$ cat config.mk
export PLATFORM = sky130hd
export DESIGN_NAME = laser_job_ctrl
export DESIGN_NICKNAME = d
export VERILOG_FILES = /design/src/rtl/laser_job_ctrl_pkg.sv /design/src/rtl/laser_pt_buf.sv /design/src/rtl/laser_job_ctrl.sv
export SDC_FILE = /design/constraint.sdc
export NUM_CORES = 1
export LEC_CHECK = 0
export CORE_MARGIN = 2
export CORE_UTILIZATION = 23
export DETAILED_ROUTE_END_ITERATION = 10
export HOLD_SLACK_MARGIN = 0.02
export SLEW_MARGIN = 20
export SYNTH_ARGS = -nofsm -noshare
export SYNTH_HDL_FRONTEND = slang
export SYNTH_SLANG_ARGS = --single-unit
$ cat constraint.sdc
create_clock -name clk -period 2.93 [get_ports clk]
set_clock_uncertainty 0.15 [all_clocks]
set_input_delay 0.586 -clock clk [delete_from_list [all_inputs] [get_ports clk]]
set_output_delay 0.586 -clock clk [all_outputs]
set_load 0.01 [all_outputs]
$ cat src/rtl/laser_job_ctrl_pkg.sv
// Shared types and defaults for the LASER job wrapper: coordinate sizes,
// FSM state encoding and the packed point / result records.
package laser_job_ctrl_pkg;

    localparam int COORD_W     = 4;
    localparam int PT_W        = 2 * COORD_W;
    localparam int CNT_W       = 8;
    localparam int DEF_NUM_PTS = 40;
    localparam int DEF_TO_W    = 16;
    localparam int DEF_TO_MAX  = 40000;

    typedef enum logic [1:0] {
        ST_LOAD      = 2'd0,
        ST_STREAM    = 2'd1,
        ST_WAIT_DONE = 2'd2,
        ST_RESULT    = 2'd3
    } state_t;

    // One buffered target point, Y in the upper nibble.
    typedef struct packed {
        logic [COORD_W-1:0] y;
        logic [COORD_W-1:0] x;
    } point_t;

    // Latched pair of circle centres returned to the host.
    typedef struct packed {
        logic [COORD_W-1:0] c1x;
        logic [COORD_W-1:0] c1y;
        logic [COORD_W-1:0] c2x;
        logic [COORD_W-1:0] c2y;
    } centres_t;

endpackage

$ cat src/rtl/laser_pt_buf.sv
// Point buffer: NUM_PTS x 8-bit register file, one synchronous write port
// and one combinational read port. Out-of-range reads return zero.
module laser_pt_buf
    import laser_job_ctrl_pkg::*;
#(
    parameter int NUM_PTS = DEF_NUM_PTS,
    parameter int IDX_W   = $clog2(DEF_NUM_PTS + 1)
) (
    input  logic             clk,
    input  logic             wr_en,
    input  logic [IDX_W-1:0] wr_idx,
    input  logic [PT_W-1:0]  wr_pt,
    input  logic [IDX_W-1:0] rd_idx,
    output logic [PT_W-1:0]  rd_pt
);

    logic [PT_W-1:0] mem [NUM_PTS];

    // Store the incoming point at the write index.
    // NOTE: storage has no reset; every entry is written before it is read in a job.
    always_ff @(posedge clk) begin
        if (wr_en) begin
            mem[wr_idx] <= wr_pt;
        end
    end

    assign rd_pt = (rd_idx < IDX_W'(NUM_PTS)) ? mem[rd_idx] : '0;

endmodule

$ cat src/rtl/laser_job_ctrl.sv
// Job wrapper around the LASER two-circle core: collects NUM_PTS points from
// the host, streams them into the core straight out of reset, waits for DONE
// (or a timeout) and hands the latched centres back over valid/ready.
module laser_job_ctrl
    import laser_job_ctrl_pkg::*;
#(
    parameter int NUM_PTS = DEF_NUM_PTS,
    parameter int TO_W    = DEF_TO_W,
    parameter int TO_MAX  = DEF_TO_MAX
) (
    input  logic               clk,
    input  logic               rst_n,
    input  logic               in_valid,
    output logic               in_ready,
    input  logic [COORD_W-1:0] in_x,
    input  logic [COORD_W-1:0] in_y,
    output logic               core_rst,
    output logic [COORD_W-1:0] core_x,
    output logic [COORD_W-1:0] core_y,
    input  logic [COORD_W-1:0] core_c1x,
    input  logic [COORD_W-1:0] core_c1y,
    input  logic [COORD_W-1:0] core_c2x,
    input  logic [COORD_W-1:0] core_c2y,
    input  logic               core_done,
    output logic               out_valid,
    input  logic               out_ready,
    output logic [COORD_W-1:0] out_c1x,
    output logic [COORD_W-1:0] out_c1y,
    output logic [COORD_W-1:0] out_c2x,
    output logic [COORD_W-1:0] out_c2y,
    output logic               out_err,
    output logic [CNT_W-1:0]   job_cnt
);

    localparam int              IDX_W    = $clog2(NUM_PTS + 1);
    localparam logic [IDX_W-1:0] LAST_IDX = IDX_W'(NUM_PTS - 1);
    localparam logic [IDX_W-1:0] END_IDX  = IDX_W'(NUM_PTS);
    localparam logic [TO_W-1:0]  TO_LAST  = TO_W'(TO_MAX - 1);

    state_t           state;
    state_t           next_state;
    logic [IDX_W-1:0] wr_idx;
    logic [IDX_W-1:0] rd_idx;
    logic [TO_W-1:0]  to_cnt;
    logic             wr_en;
    point_t           wr_pt;
    point_t           rd_pt;
    centres_t         out_c;

    assign wr_en = (state == ST_LOAD) && in_valid && in_ready;
    assign wr_pt = {in_y, in_x};

    laser_pt_buf #(
        .NUM_PTS (NUM_PTS),
        .IDX_W   (IDX_W)
    ) u_buf (
        .clk    (clk),
        .wr_en  (wr_en),
        .wr_idx (wr_idx),
        .wr_pt  (wr_pt),
        .rd_idx (rd_idx),
        .rd_pt  (rd_pt)
    );

    assign out_c1x = out_c.c1x;
    assign out_c1y = out_c.c1y;
    assign out_c2x = out_c.c2x;
    assign out_c2y = out_c.c2y;

    // State register.
    // NOTE: sequential state uses non-blocking assignments so every flop samples pre-edge values.
    always_ff @(posedge clk or negedge rst_n) begin
        if (!rst_n) begin
            state <= ST_LOAD;
        end else begin
            state <= next_state;
        end
    end

    // Next-state decode: LOAD -> STREAM -> WAIT_DONE -> RESULT -> LOAD.
    // NOTE: next_state gets a default first so no path leaves it unassigned (no latch).
    always_comb begin
        next_state = state;
        case (state)
            ST_LOAD:      if (wr_en && (wr_idx == LAST_IDX)) next_state = ST_STREAM;
            ST_STREAM:    if (rd_idx == END_IDX) next_state = ST_WAIT_DONE;
            ST_WAIT_DONE: if (core_done || (to_cnt == TO_LAST)) next_state = ST_RESULT;
            ST_RESULT:    if (out_valid && out_ready) next_state = ST_LOAD;
            default:      next_state = ST_LOAD;
        endcase
    end

    // Datapath: indices, core drive, timeout counter, result capture and job count.
    always_ff @(posedge clk or negedge rst_n) begin
        if (!rst_n) begin
            in_ready  <= 1'b0;
            wr_idx    <= '0;
            rd_idx    <= '0;
            to_cnt    <= '0;
            core_rst  <= 1'b1;
            core_x    <= '0;
            core_y    <= '0;
            out_valid <= 1'b0;
            out_c     <= '0;
            out_err   <= 1'b0;
            job_cnt   <= '0;
        end else begin
            // Host may only push points while the next cycle is a LOAD cycle.
            in_ready <= (next_state == ST_LOAD);
            case (state)
                ST_LOAD: begin
                    if (wr_en) begin
                        wr_idx <= wr_idx + IDX_W'(1);
                    end
                    // Release the core and present point 0 on the same edge.
                    if (next_state == ST_STREAM) begin
                        core_rst <= 1'b0;
                        core_x   <= rd_pt.x;
                        core_y   <= rd_pt.y;
                        rd_idx   <= rd_idx + IDX_W'(1);
                    end
                end
                ST_STREAM: begin
                    if (rd_idx == END_IDX) begin
                        core_x <= '0;
                        core_y <= '0;
                    end else begin
                        core_x <= rd_pt.x;
                        core_y <= rd_pt.y;
                        rd_idx <= rd_idx + IDX_W'(1);
                    end
                end
                ST_WAIT_DONE: begin
                    to_cnt <= to_cnt + TO_W'(1);
                    // DONE takes priority over a timeout on the same cycle.
                    if (core_done) begin
                        out_c     <= {core_c1x, core_c1y, core_c2x, core_c2y};
                        out_err   <= 1'b0;
                        out_valid <= 1'b1;
                        core_rst  <= 1'b1;
                        job_cnt   <= job_cnt + CNT_W'(1);
                    end else if (to_cnt == TO_LAST) begin
                        out_c     <= '0;
                        out_err   <= 1'b1;
                        out_valid <= 1'b1;
                        core_rst  <= 1'b1;
                        job_cnt   <= job_cnt + CNT_W'(1);
                    end
                end
                ST_RESULT: begin
                    if (out_valid && out_ready) begin
                        out_valid <= 1'b0;
                        wr_idx    <= '0;
                        rd_idx    <= '0;
                        to_cnt    <= '0;
                    end
                end
                default: ;
            endcase
        end
    end

endmodule

==> impl_metrics.json <==
{
  "status": "completed",
  "synthesis.nets": 923,
  "diodes": 0,
  "cp-endpoint": "core_y[0]$_DFFE_PN0P_",
  "fp-row-count": 95,
  "antenna_found_initial": 0,
  "clockBufferDepth": 3,
  "gp_congestion": 0.859,
  "crit_family": "multiplexers",
  "timing.rr.start": "rd_idx[0]$_DFFE_PN0P_",
  "slew_viol_final": 0,
  "rsz0062_at_grt": "no",
  "maxCapViolCount": 0,
  "grt_pass1_vias": 8672,
  "path_cells": "buf_12 > mux4_2 > a22oi_1 > nand2_1 > nor4_1 > buf_4 > o32ai_1 > mux2_4",
  "fmax_mhz": 347,
  "vdd_drop_max_uv": 370,
  "slew_headroom_pct": 41.9,
  "synth-edff-count": 320,
  "postSynthAreaPerCell_sq_um": 17.8,
  "crit_path_start": "rd_idx[0]$_DFFE_PN0P_",
  "area_growth_syn_to_layout_pct": 22.3,
  "start_util_pct": 23.3,
  "crit_type": "flop to flop",
  "cts.clk_slew.worst_paths_ns": 0.07,
  "r2r_end": "core_y[0]$_DFFE_PN0P_",
  "dpl_worst_slack_ns": 0.0771,
  "avgViaCountPerCell": 4.39,
  "drt_iter0_drc": 743,
  "slowest_stage": "mux4_2",
  "synth.area.top_cells": "edfxtp_1 61%, dfrtp_1 10%, mux4_2 9.8%",
  "drc": 0,
  "layout_common_cells": "320 x edfxtp_1, 88 x buf_4, 77 x nor2_1, 68 x mux4_2",
  "synth_top_area_share_pct": 61.2,
  "htree_levels": 2,
  "synth_seq_cells": 386,
  "setup_viol": 0,
  "worst-path-stages": 8,
  "drt-wirelength-per-cell_microns": 18.2,
  "critPathBufInv": 2,
  "fillerInstances": 6620,
  "yosys.area.top_type": "edfxtp_1",
  "worstPathRequired_ns": 3.19,
  "final_hold_viol_count": 0,
  "ys_warn_count": 0,
  "die_height_microns": 265,
  "worstRegToRegCells": 8,
  "end_kind": "flop",
  "holdBufCountCts": 0,
  "final_util_pct": 28.5,
  "fin_tns_setup_ns": 0,
  "place_hpwl_mm": 22.9,
  "grt_max_degree": 67,
  "die_area_sq_um": 70400,
  "first_pass_iters": 5,
  "grt_pass1_wl_mm": 53.7,
  "ios": 65,
  "fin_ws_ns": 0.0512,
  "worst-path-max-fanout": 14,
  "die_x_microns": 265,
  "r2r_slack_ns": 0.05,
  "worst_pin_slew_ns": 0.872,
  "cts_setup_buffers": 0,
  "post_cts_resized": 0,
  "clock_sinks": 386,
  "power_density_nw_per_um2": 768,
  "nNetsFinal": 1078,
  "drive_above_1_share_pct": 23.7,
  "drt-total-wl_mm": 35.5,
  "final_common_cell": "edfxtp_1",
  "crit_path_start_kind": "flop",
  "async_reset_ff_share_pct": 17.1,
  "hold_class": "primary input to asynchronous set/reset pin",
  "max_stage_delay_ns": 0.54,
  "syn_inst": 884,
  "design.core.area_sq_um": 67400,
  "ys_types": 66,
  "gr-total-overflow": 0,
  "fin_crit_ns": 2.88,
  "io_buffers": 64,
  "vias": 8536,
  "synth.cell_area_sq_um": 15700,
  "fin_crit_sh_pct": 98.3,
  "cts_tree": "built",
  "clk_latency_ns": 0.54,
  "grt_usage_pct": 9.94,
  "arrival_ns": 3.14,
  "drtAntennaViolNets": 0,
  "ys_seq_area_share_pct": 71.7,
  "cts-buffers-inserted": 40,
  "yosys_most_used_dff": "edfxtp_1",
  "cts-root-buf": "clkbuf_16",
  "p_leak_nw": 6.70
}
## flip-flops by register name, indices dropped and copies added (netlist names), 2 cells and up
register / flops
u_buf.mem: 320
to_cnt: 16
job_cnt: 8
rd_idx: 6
wr_idx: 6
core_x: 4
core_y: 4
out_c1x: 4
out_c1y: 4
out_c2x: 4
out_c2y: 4
state: 2
## cells in the mapped netlist (all sizes together), types with 3 or more instances
cell type	instances
edfxtp	320
nor3	12
a21oi	8
o21ai	17
mux2i	36
a22oi	11
or3	7
nand4	7
a221o	4
a22o	22
and2	3
nor2	77
nor4	4
mux4	68
and3	8
o221ai	5
nand3	17
nand2b	3
xor2	12
dfrtp	65
ha	10
mux2	9
clkbuf	17
nand2	48
a211oi	9
buf	26
o32ai	5
xnor2	8
nor2b	4
inv	10
nand3b	7
## metal layers
layer  global-route usage [%]  wire (microns)
met5                        0               0
met4                     2.23             385
met1                     14.0           16200
met3                     2.33            2740
met2                     15.5           16100
## report_power, final
group	switching, mW	internal (mW)	leakage [nW]	total (mW)
logic	1.70	1.43	2.32	3.13
clock network	2.11	2.97	0.640	5.09
registers	0.227	6.30	3.74	6.53
total	4.04	10.7	6.70	14.7
## logic make-up (layout without fill, tap and decap cells)
kind of cell	after synthesis	in the layout	share of synthesized area (%)
flip-flops	386	386	71.7
multiplexers	113	113	12.8
buffers and inverters	53	239	2.10
AO/OA/AOI/OAI	97	97	5.10
XOR/XNOR	20	20	1.12
AND/OR/NAND/NOR	205	205	6.34
adder cells (fa/ha/maj)	10	10	0.797
## worst min path at each step
stage	startpoint	end	slack, ns
after floorplan	rst_n	core_x[0]$_DFFE_PN0P_	0.14
after global placement	out_c2y[3]$_DFFE_PN0P_	out_c2y[3]$_DFFE_PN0P_	0.31
after detailed placement	out_c2y[3]$_DFFE_PN0P_	out_c2y[3]$_DFFE_PN0P_	0.32
after CTS	rst_n	out_c2y[3]$_DFFE_PN0P_	0.11
after global routing	rst_n	out_c2y[3]$_DFFE_PN0P_	0.16
final	rst_n	out_c2y[3]$_DFFE_PN0P_	0.09
## metrics by stage
| stage | hold WS [ns] | area (sq um) | cells | power [mW] |
|---|---|---|---|---|
| final | 0.0887 | 19200 | 1943 | 14.7 |
| after global routing | 0.155 | 19200 | 1943 | 15.3 |
| after CTS | 0.107 | 19200 | 1943 | 14.9 |
| after detailed placement | 0.322 | 17900 | 1870 | 9.78 |
| after global placement | 0.306 | 17900 | 1870 | 9.73 |
| after floorplan | 0.140 | 15700 | 884 | 8.56 |
## area by class of cell
type	count	area [sq um]	area share, %
Clock buffer	51	1070	5.59
Clock inverter	22	239	1.25
Inverter	10	37.5	0.196
Multi-Input combinational cell	445	4110	21.4
Sequential cell	386	11300	58.7
Tap cell	873	1090	5.69
Timing Repair Buffer	156	1380	7.17
Power figures use the tool's default switching activity.
